## config.mk

```make
export PLATFORM = sky130hd
export DESIGN_NAME = tinyalu_core
export DESIGN_NICKNAME = d
export VERILOG_FILES = /design/src/rtl/tinyalu_pkg.sv /design/src/rtl/tinyalu_mul_pipe.sv /design/src/rtl/tinyalu_core.sv
export SDC_FILE = /design/constraint.sdc
export NUM_CORES = 1
export LEC_CHECK = 0
export ABC_AREA = 1
export CORE_UTILIZATION = 45
export DETAILED_ROUTE_END_ITERATION = 6
export PLACE_DENSITY = 0.65
export SLEW_MARGIN = 20
export SYNTH_ARGS = -nofsm -noshare
export SYNTH_HDL_FRONTEND = slang
export SYNTH_HIERARCHICAL = 1
export SYNTH_SLANG_ARGS = --single-unit
```

## constraint.sdc

```tcl
create_clock -name clk -period 4.75 [get_ports clk]
set_input_delay 0.95 -clock clk [delete_from_list [all_inputs] [get_ports clk]]
set_output_delay 0.95 -clock clk [all_outputs]
set_load 0.05 [all_outputs]
```

## src/rtl/tinyalu_pkg.sv

```systemverilog
// rtl/tinyalu_pkg.sv - TinyALU opcode, state and width definitions
package tinyalu_pkg;

    typedef enum logic [2:0] {
        no_op  = 3'b000,
        add_op = 3'b001,
        and_op = 3'b010,
        xor_op = 3'b011,
        mul_op = 3'b100,
        rst_op = 3'b111
    } operation_t;

    typedef enum logic [1:0] {
        IDLE = 2'd0,
        ALU  = 2'd1,
        MUL  = 2'd2
    } alu_state_t;

    localparam int RESULT_W = 16;

endpackage

```

## src/rtl/tinyalu_mul_pipe.sv

```systemverilog
// rtl/tinyalu_mul_pipe.sv - registered 8x8 unsigned multiplier with valid shift chain
module tinyalu_mul_pipe
    import tinyalu_pkg::*;
#(
    parameter int STAGES = 2
) (
    input  logic                clk,
    input  logic                reset,
    input  logic [7:0]          a,
    input  logic [7:0]          b,
    input  logic                valid_in,
    output logic [RESULT_W-1:0] prod,
    output logic                valid_out
);

    logic [RESULT_W-1:0] prod_q [STAGES];
    logic [STAGES-1:0]   vld_q;

    // Valid chain; cleared by reset so an aborted multiply never reports completion.
    always_ff @(posedge clk or posedge reset) begin
        if (reset) begin
            vld_q <= '0;
        end else begin
            vld_q[0] <= valid_in;
            for (int i = 1; i < STAGES; i++) begin
                vld_q[i] <= vld_q[i-1];
            end
        end
    end

    // Product is formed in the first stage and then only delayed to match the valid chain.
    always_ff @(posedge clk or posedge reset) begin
        if (reset) begin
            for (int i = 0; i < STAGES; i++) begin
                prod_q[i] <= '0;
            end
        end else begin
            prod_q[0] <= {8'b0, a} * {8'b0, b};
            for (int i = 1; i < STAGES; i++) begin
                prod_q[i] <= prod_q[i-1];
            end
        end
    end

    assign prod      = prod_q[STAGES-1];
    assign valid_out = vld_q[STAGES-1];

endmodule

```

## src/rtl/tinyalu_core.sv

```systemverilog
// rtl/tinyalu_core.sv - TinyALU datapath with start/done handshake
module tinyalu_core
    import tinyalu_pkg::*;
#(
    parameter int MUL_CYCLES = 3
) (
    input  logic                clk,
    input  logic                reset,
    input  logic [7:0]          A,
    input  logic [7:0]          B,
    input  operation_t          op,
    input  logic                start,
    output logic                done,
    output logic [RESULT_W-1:0] result,
    output logic                busy
);

    localparam logic [2:0] MUL_LOAD = 3'(MUL_CYCLES - 1);

    alu_state_t          state, state_next;
    logic                start_q;
    logic [7:0]          a_q, b_q;
    operation_t          op_q;
    logic [2:0]          mul_cnt;
    logic                accept;
    logic                mul_valid_in;
    logic                mul_valid;
    logic [RESULT_W-1:0] mul_prod;

    // Only a fresh rise of start in IDLE is a command; rises while busy are dropped.
    assign accept       = (state == IDLE) && start && !start_q;
    assign busy         = (state != IDLE);
    // The pipe is launched once, in the first cycle after entering MUL.
    assign mul_valid_in = (state == MUL) && (mul_cnt == MUL_LOAD);

    tinyalu_mul_pipe #(
        .STAGES (MUL_CYCLES - 1)
    ) u_mul_pipe (
        .clk       (clk),
        .reset     (reset),
        .a         (a_q),
        .b         (b_q),
        .valid_in  (mul_valid_in),
        .prod      (mul_prod),
        .valid_out (mul_valid)
    );

    // State register.
    always_ff @(posedge clk or posedge reset) begin
        if (reset) begin
            state <= IDLE;
        end else begin
            state <= state_next;
        end
    end

    // Next-state: ALU ops finish one edge after acceptance, MUL waits for the pipe.
    always_comb begin
        state_next = state;
        case (state)
            IDLE: if (accept) state_next = (op == mul_op) ? MUL : ALU;
            ALU:  state_next = IDLE;
            MUL:  if (mul_valid) state_next = IDLE;
            default: state_next = IDLE;
        endcase
    end

    // Operand capture, MUL counter, result register and done pulse.
    always_ff @(posedge clk or posedge reset) begin
        if (reset) begin
            start_q <= 1'b0;
            a_q     <= '0;
            b_q     <= '0;
            op_q    <= no_op;
            mul_cnt <= '0;
            result  <= '0;
            done    <= 1'b0;
        end else begin
            start_q <= start;
            done    <= 1'b0;
            if (accept) begin
                a_q  <= A;
                b_q  <= B;
                op_q <= op;
                if (op == mul_op) mul_cnt <= MUL_LOAD;
            end
            if (state == MUL) begin
                if (mul_valid) mul_cnt <= '0;
                else if (mul_cnt != 3'd0) mul_cnt <= mul_cnt - 3'd1;
            end
            if (state == ALU) begin
                done <= 1'b1;
                case (op_q)
                    add_op:  result <= {7'b0, {1'b0, a_q} + {1'b0, b_q}};
                    and_op:  result <= {8'b0, a_q & b_q};
                    xor_op:  result <= {8'b0, a_q ^ b_q};
                    rst_op:  result <= '0;
                    default: result <= result;
                endcase
            end
            if ((state == MUL) && mul_valid) begin
                done   <= 1'b1;
                result <= mul_prod;
            end
        end
    end

endmodule

```

==> results of run 1 <==
worst max-delay path: stages, from the launching register on:
cell     delay [ns]
dfrtp_1        0.56
nand2_1        0.16
fa_1           0.52
fa_1           0.55
inv_1          0.06
fa_1           0.52
inv_1          0.06
fa_1           0.53
inv_1          0.04
ha_1           0.35
nand2_1        0.12
inv_2          0.06
nand2_2        0.08
inv_1          0.04
nand2_1        0.07
nand3_1        0.08
nand2_1        0.06
nand2_1        0.05
sequential cells by signal, indices dropped and copies added, names as in the netlist:
| name | flops |
|---|---|
| result | 16 |
| u_mul_pipe/prod | 16 |
| u_mul_pipe/prod_q | 16 |
| a_q | 8 |
| b_q | 8 |
| mul_cnt | 3 |
| op_q | 3 |
| state | 2 |
| u_mul_pipe/vld_q | 2 |
| done | 1 |
| start_q | 1 |
logic make-up after synthesis:
kind of cell | Yosys count | share of synthesized area [%]
DFF | 76 | 33.5
xor gates and xnor gates | 8 | 1.23
AOI/OAI and AO/OA | 41 | 4.71
buffers and inverters | 198 | 14.6
and+or+nand+nor | 309 | 22.6
adders and majority gates | 84 | 23.4
cells in the final DEF, fill, tap and decap left out, drive strengths merged, types with 3 or more instances in the layout:
cell | synthesis | routed
a22o | 7 | 7
o21ai | 13 | 13
xor2 | 6 | 6
a21oi | 12 | 12
nor2 | 27 | 27
clkdlybuf4s50 | 0 | 39
nand4 | 8 | 8
fa | 37 | 37
nand2 | 239 | 239
buf | 19 | 3
nand3 | 32 | 32
o211ai | 3 | 3
dfrtp | 76 | 76
clkinv | 1 | 3
ha | 47 | 47
o22ai | 3 | 3
clkbuf | 18 | 9
inv | 159 | 162
area by class of cell:
class                      instances  area [µm²]  area share [%]
sequential                        76        1900            29.9
inverter                         160         601            9.44
tap                              168         210            3.31
multi-input combinational        442        2950            46.4
clock buffer                       9         225            3.54
timing repair buffer              42         413            6.49
clock inverter                     7        58.8           0.925
power groups by stage:
stage          logic, mW  clock network [mW]  registers, mW
5_1_grt             2.60               0.683           1.08
3_5_place_dp        2.26                   0           1.07
4_1_cts             2.28               0.651           1.05
2_1_floorplan       1.72                   0           1.10
6_report            2.25               0.638           1.05
3_3_place_gp        2.23                   0           1.05
worst max-delay path by stage:
stage,start,end,slack [ns],cells past startpoint
finish,b_q[7]$_DFFE_PP0N_,u_mul_pipe/prod_q[27]$_DFF_PP0_,0.75,17
global route,a_q[1]$_DFFE_PP0N_,u_mul_pipe/prod_q[28]$_DFF_PP0_,0.46,17
CTS,a_q[3]$_DFFE_PP0N_,u_mul_pipe/prod_q[27]$_DFF_PP0_,0.74,19
detailed placement,a_q[3]$_DFFE_PP0N_,u_mul_pipe/prod_q[27]$_DFF_PP0_,0.75,19
global placement,a_q[3]$_DFFE_PP0N_,u_mul_pipe/prod_q[26]$_DFF_PP0_,0.78,18
floorplan,a_q[1]$_DFFE_PP0N_,u_mul_pipe/prod_q[27]$_DFF_PP0_,0.91,18
metal layers:
layer,part of all wire [%],wire (µm)
met1,46,5390
met5,0,0
met4,1.5,172
met2,49,5770
met3,2.8,324
metrics by stage:
step	worst slack (ns)	instance area, µm²	power [mW]	util (%)	instances
2_1_floorplan	0.909	5680	2.82	-	716
3_3_place_gp	0.784	6080	3.28	50.0	888
3_5_place_dp	0.754	6080	3.32	50.0	888
4_1_cts	0.744	6360	3.98	52.3	904
5_1_grt	0.461	6360	4.37	52.3	904
6_report	0.748	6360	3.94	52.3	904
==> metrics.yaml, run 1 <==
run_status:
  status: "finished clean"
setup_path:
  cp.arrival_ns: 4.22
  criticalPathCategory: "reg2reg"
  start_kind: "register"
  rr_startpoint: "b_q[7]$_DFFE_PP0N_"
  reg2regPathDepth: 17
  rrSetupSlack_ns: 0.75
  worstPathMaxFanout: 10
  crit_path_end_kind: "register"
  reg2reg_to: "u_mul_pipe/prod_q[27]$_DFF_PP0_"
  crit_required_ns: 4.97
place:
  place.port_buffers: 39
  gp_congestion: 0.875
  hpwl_mm: 9.21
clock_network:
  clk_pin_slew_worst_paths_ns: 0.06
  max-clock-path-buffers: 2
  h-tree-depth: 3
  root_buffer: "clkbuf_16"
  cts_buffers: 9
  ctsResizeCount: 0
  cts.sinks: 76
  clock_latency_ns: 0.33
  cts_tree: "built"
  cts_hold_buf: 0
  postCtsSetupBuffers: 0
power:
  p_clk_share_pct: 16.2
  power.static_leakage_nw: 3.81
  p_sw_share_pct: 47.7
  vdd.ir_drop.worst_mv: 0.340
  power_frac_comb_pct: 57.1
  p_int_mw: 2.06
  p_per_area_nw_per_um2: 620
  seqPwrFrac_pct: 26.7
  p_sw_mw: 1.88
global_route:
  grt_util_met2_pct: 35.4
  antenna_found_initial: 0
  grt_max_degree: 43
  gr-usage-met1_pct: 25.6
  grt_pass1_wl_mm: 20.8
  grt-ovfl-total: 0
  use_met3_pct: 3.86
  grt_usage_pct: 20.4
  grt.busiest_layer: "met2"
  grt_pass1_vias: 4483
yosys:
  synthCells: 716
  synth_nets: 822
  synth-warning-count: 6
  ys_seq_elements: 76
  yosys-top-cells-count: "nand2_1 (232), inv_1 (154), dfrtp_1 (76), ha_1 (47), fa_1 (37)"
  yosys.area.top_type: "dfrtp_1"
  yosysSeqAreaShare_pct: 33.5
  synth_top_area_share_pct: 33.5
  async_reset_ff_share_pct: 100
  synth.most_common_cell: "nand2_1"
  syn_area_per_cell_um2: 7.93
  syn_area_um2: 5680
  synth-edff-count: 0
  synth_flop_cell: "dfrtp_1"
  synth_area_leaders: "dfrtp_1 (33%), nand2_1 (15%), fa_1 (13%)"
  yosys.cell_types.count: 34
timing:
  post-route-period-util_pct: 84.3
  hold_ws_ns: 0.342
  worst_pin_slew_ns: 0.723
  hold_viol: 0
  setup_tns_ns: 0
  drv_slew: 0
  clock.fmax_mhz: 250
  setup_viol: 0
  slew_headroom_pct: 51.7
  rsz0062_at_grt: "false"
  fin_skew_ns: 0.00547
  period_needed_ns: 4.00
floorplan:
  dieArea_um2: 13100
  start_util_pct: 46.7
  die_w_um: 114
  ios: 40
  fp.dieH_um: 114
  fp-row-count: 40
  coreArea_um2: 12200
routing:
  drc: 0
  post_drt_wl_per_cell_um: 12.9
  drt_iter0_drc: 357
  drtPass1Iterations: 5
  routed_wl_mm: 11.7
  vias_per_cell: 4.75
  routed-via-count: 4292
  ant_nets: 0
hold_path:
  hold_class: "reg2reg"
  hold_depth: 0
  hold_start: "u_mul_pipe/prod_q[21]$_DFF_PP0_"
  hold_end: "u_mul_pipe/prod[5]$_DFF_PP0_"
final_layout:
  layout-drive-gt1-share_pct: 5.84
  nFillCells: 1157
  layout.nets: 837
  antennaDiodeCount: 0
  area_growth_pct: 12.0
run:
  drv_cap: 0
No activity file was read; power rests on OpenSTA's default activity.
==> run 2: changes to the inputs <==
clock period = 3.7 ns   (was 4.75 ns; I/O delays follow)
==> run 2 against run 1 <==
Against the previous run: combinational power rose by 72%; final area up 7.8%; critical path depth down 1; worst hold slack improved by 0.0026 ns.
==> metrics.yaml, run 2 (synthesized netlist as in run 1, its figures left out) <==
run_status:
  status: "finished clean"  # unchanged
final_layout:
  fin_area_um2: 6860  # was 6360 µm²
  layout.nets: 875  # was 837
  area_growth_pct: 20.7  # was 12.0%
  antennaDiodeCount: 0  # unchanged
  fin_util_pct: 56.4  # was 52.3%
  final_common_cell: "nand2_1"  # unchanged
  layout_common_cells: "nand2_1 (223), inv_1 (145), dfrtp_1 (65), buf_4 (41)"  # was nand2_1 (232), inv_1 (154), dfrtp_1 (76), ha_1 (47), clkdlybuf4s50_1 (39)
  fin_cells: 942  # was 904
  layout-drive-gt1-share_pct: 16.3  # was 5.84%
global_route:
  grt_pass1_wl_mm: 21.3  # was 20.8 mm
  grt_max_degree: 43  # unchanged
  use_met3_pct: 2.59  # was 3.86%
  grt_pass1_vias: 4681  # was 4,483
  antenna_found_initial: 0  # unchanged
  grt_usage_pct: 20.9  # was 20.4%
  grt-ovfl-total: 0  # unchanged
  grt_util_met2_pct: 36.9  # was 35.4%
  grt.busiest_layer: "met2"  # unchanged
  gr-usage-met1_pct: 26.5  # was 25.6%
clock_network:
  root_buffer: "clkbuf_16"  # unchanged
  h-tree-depth: 3  # unchanged
  clk_pin_slew_worst_paths_ns: 0.07  # was 0.06 ns
  cts.sinks: 76  # unchanged
  max-clock-path-buffers: 2  # unchanged
  cts_buffers: 9  # unchanged
  clock_latency_ns: 0.34  # was 0.33 ns
  cts_tree: "built"  # unchanged
hold_path:
  hold_start: "u_mul_pipe/prod_q[23]$_DFF_PP0_"  # was u_mul_pipe/prod_q[21]$_DFF_PP0_
  hold_class: "reg2reg"  # unchanged
floorplan:
  start_util_pct: 46.7  # unchanged
  fp.dieH_um: 114  # unchanged
  ios: 40  # unchanged
  fp-row-count: 40  # unchanged
  coreArea_um2: 12200  # unchanged
  dieArea_um2: 13100  # unchanged
  die_w_um: 114  # unchanged
timing:
  fin_skew_ns: 0.00944  # was 0.00547 ns
  hold_ws_ns: 0.345  # was 0.342 ns
  rsz0062_at_grt: "true"  # was false
  setup_viol: 0  # unchanged
  drv_slew: 0  # unchanged
  clock.fmax_mhz: 273  # was 250 MHz
  period_needed_ns: 3.67  # was 4.00 ns
  slew_headroom_pct: 63.0  # was 51.7%
  post-route-period-util_pct: 99.1  # was 84.3%
  worst_pin_slew_ns: 0.555  # was 0.723 ns
  hold_viol: 0  # unchanged
routing:
  ant_nets: 0  # unchanged
  drtPass1Iterations: 4  # was 5
  drc: 0  # unchanged
  routed_wl_mm: 12.3  # was 11.7 mm
  vias_per_cell: 4.76  # was 4.75
  routed-via-count: 4488  # was 4,292
  post_drt_wl_per_cell_um: 13.0  # was 12.9 µm
  drt_iter0_drc: 203  # was 357
place:
  place_area_um2: 6330  # was 6080 µm²
  gp_congestion: 0.843  # was 0.875
  place.port_buffers: 39  # unchanged
  dp.cells: 918  # was 888
  hpwl_mm: 9.45  # was 9.21 mm
setup_path:
  criticalPathCategory: "reg2reg"  # unchanged
  crit_required_ns: 3.92  # was 4.97 ns
  crit_path_end_kind: "register"  # unchanged
  crit_path_start: "b_q[4]$_DFFE_PP0N_"  # was b_q[7]$_DFFE_PP0N_
  rrSetupSlack_ns: 0.03  # was 0.75 ns
  worstPathMaxFanout: 7  # was 10
  rr_startpoint: "b_q[4]$_DFFE_PP0N_"  # was b_q[7]$_DFFE_PP0N_
  cp.arrival_ns: 3.89  # was 4.22 ns
  start_kind: "register"  # unchanged
power:
  vdd.ir_drop.worst_mv: 0.571  # was 0.340 mV
  power.static_leakage_nw: 4.00  # was 3.81 nW
  p_per_area_nw_per_um2: 881  # was 620 nW/µm²
run:
  drv_cap: 0  # unchanged
-- run 2: cell types whose count changed in the layout (fill, tap and decap cells not counted), moves of 9 or more --
cell / delta
nand2_1: -9
inv_2: +9
dfrtp_2: +11
buf_4: +38
dfrtp_1: -11
inv_1: -9
-- run 2: metrics by stage --
step                      total power, mW  worst slack, ns  TNS (ns)
after floorplan                      3.72           0.0201         0
after global placement               4.59          -0.0566    -0.156
after detailed placement             4.64           -0.112    -0.571
after CTS                            5.70         -0.00501  -0.00501
after global routing                 6.63           -0.142    -0.834
final                                6.04           0.0333         0
-- run 2: cell type report --
class                   count  area [µm²]
fillers                  1084        5310
multi-input cells         442        3140
flip-flops and latches     76        1920
repair buffers             80         698
inverters                 160         601
clock buffers               9         225
well taps                 168         210
clock inverters             7        65.1
-- run 2: power by group --
group | leakage [nW] | switching, mW | internal, mW
clock network | 0.141 | 0.380 | 0.472
registers | 0.951 | 0.185 | 1.13
logic | 2.91 | 2.19 | 1.68
total | 4.00 | 2.76 | 3.28
-- run 2: critical path, stage by stage (launching register included) --
cell	delay [ns]
dfrtp_2	0.45
nand2_1	0.09
inv_2	0.04
fa_1	0.53
inv_1	0.06
fa_1	0.49
inv_2	0.04
fa_1	0.52
inv_2	0.04
fa_1	0.49
inv_2	0.05
ha_4	0.29
nand2_2	0.07
nor2_1	0.10
nand3_1	0.12
nand4_1	0.11
nand2_1	0.07
-- run 2: final timing paths --
check | endpoint | cells after the start
max | u_mul_pipe/prod_q[29]$_DFF_PP0_ | 16
min reg2reg | u_mul_pipe/prod[7]$_DFF_PP0_ | 0
min | u_mul_pipe/prod[7]$_DFF_PP0_ | 0
max in group asynchronous | a_q[4]$_DFFE_PP0N_ | 3
min in group asynchronous | u_mul_pipe/prod[4]$_DFF_PP0_ | 3
max reg2reg | u_mul_pipe/prod_q[29]$_DFF_PP0_ | 16
-- run 2: routing by layer --
layer	wire (µm)	vias up
li1	-	2221
met1	5490	2167
met2	6190	80
met3	325	20
met4	286	0
met5	0	-
-- run 2: repair_timing --
| item | in CTS | in global routing |
|---|---|---|
| hold buffers | 0 | 0 |
| endpoints found under the setup margin | 9 | 9 |
| buffers inserted | 4 | 4 |
| pin swaps | 9 | 27 |
| resized for setup | 15 | 36 |
==> run 3: changes to the inputs <==
SLEW_MARGIN = unset   (was 20)
==> results of run 3 <==
No change in the layout: final DEF, timing and power equal those of run 2.
==> edit (config.mk and constraints of run 3) <==
`MUL_CYCLES`: 3 -> 2.
--- a/src/rtl/tinyalu_core.sv
+++ b/src/rtl/tinyalu_core.sv
@@ -3,5 +3,5 @@
     import tinyalu_pkg::*;
 #(
-    parameter int MUL_CYCLES = 3
+    parameter int MUL_CYCLES = 2
 ) (
     input  logic                clk,
Behaviour: not the same (Yosys sat finds a counterexample within 4 cycles, from zero or initial values and one cycle with reset high).
==> edit against run 3 <==
- total power down 5.9%
- cell area down 7.4%
- die area down 9.1%
- worst hold slack better by 0.13 ns
- cell count down 4.8%
- sequential cell count down 17
- synthesized area down 9.3%
- clock skew down 0.0021 ns
- routed wire length down 0.22%
- worst setup slack worse by 0.026 ns
- non-clock buffer count down 2
- highest routed layer unchanged
==> edit: results (changes against run 3) <==
worst reg2reg setup slack=0.007 ns (-0.03 ns); nonclk inv count=159 (-0.63%); fraction of area in multi-input gates=0.492 (+0.0335); gr usage total=0.229 (+0.0197); Synth Area in Compound Gates=0.0536 (+0.00650); Iter 0 DRT Violations=216 (+6.4%); Vias=4341 (-3.3%); post-CTS resize count=10 (-5); Post-DP HPWL=9480 um (+0.39%); final hold slack=0.479 ns (+0.134 ns); fill cell count=1014 (-6.5%); layout cells sized above 1=0.161 (-0.00163); critical path startpoint=a_q[3]$_DFFE_PP0N_; CLK BUF=12 (+3); crit path DAT=3.93 ns (+0.04 ns); Max Fanout on Critical Path=5 (-2); hold path cells=1 (+1); Final non-clock buffer share=0.108 (+0.00583); crit path to=u_mul_pipe/prod[10]$_DFF_PP0_; syn_nets=791 (-3.8%); DRT Wirelength=12300 um (-0.22%); final worst slack=0.00706 ns (-0.0262 ns); clk tree area frac=0.0444 (+0.00203); leakage power=0.00374 uW (-6.4%); Peak supply drop=0.657 mV (+15%); xor/xnor share of the synthesized area=0.0136 (+0.00126); final net count=858 (-1.9%); number of global-route vias before repair=4370 (-6.6%); top post-synthesis cells by area=dfrtp_1 (29%), nand2_1 (17%), fa_1 (14%); sequential cell area share=0.235 (-0.0448); placed inst area=5880 sq um (-7.0%); Multi-Input Combinational=445 (+0.68%); power per cell area=895 nW/um^2 (+1.6%); outcome=complete, no violations; wire length of the first global-routing pass=20600 um (-3.7%); first-pass iteration count of the detailed router=5 (+1); Avg Cell Area, Syn=7.53 sq um (-5.1%); gp weighted congestion=0.882 (+4.6%); most frequent cells after synthesis=nand2_1 (230), inv_1 (152), dfrtp_1 (59); Reg2Reg Depth=18 (+2); Worst Hold Launch=u_mul_pipe/prod[14]$_DFF_PP0_; Non-CTS buffers=78 (-2.5%)
## edit: cell types whose count changed in the layout (fill, tap and decap cells not counted), moves of 3 or more
cell     change
nor2_1       +5
dfrtp_1     -16
a22o_2       +5
a22o_1       -5
inv_6        -3
## edit: metrics by stage
| stage | TNS, ns | util | total power, uW | cells |
|---|---|---|---|---|
| after floorplan | 0 | - | 3390 | 685 |
| after global placement | -0.155 | 0.536 | 4400 | 875 |
| after detailed placement | -0.433 | 0.536 | 4480 | 875 |
| after CTS | -0.0236 | 0.567 | 5430 | 895 |
| after global routing | -0.780 | 0.578 | 6230 | 897 |
| final | 0 | 0.578 | 5680 | 897 |
## edit: routing by layer
metal	up-vias	global-route usage	wire length, um
li1	2179	-	-
met1	2081	0.288	5590
met2	69	0.403	6100
met3	12	0.0371	397
met4	0	0.0676	182
met5	-	0	0
## edit: power breakdown
group / switching (uW) / internal [uW] / leakage (uW)
clock: 299 / 487 / 0.000135
sequential: 154 / 870 / 0.000738
combinational: 2210 / 1660 / 0.00287
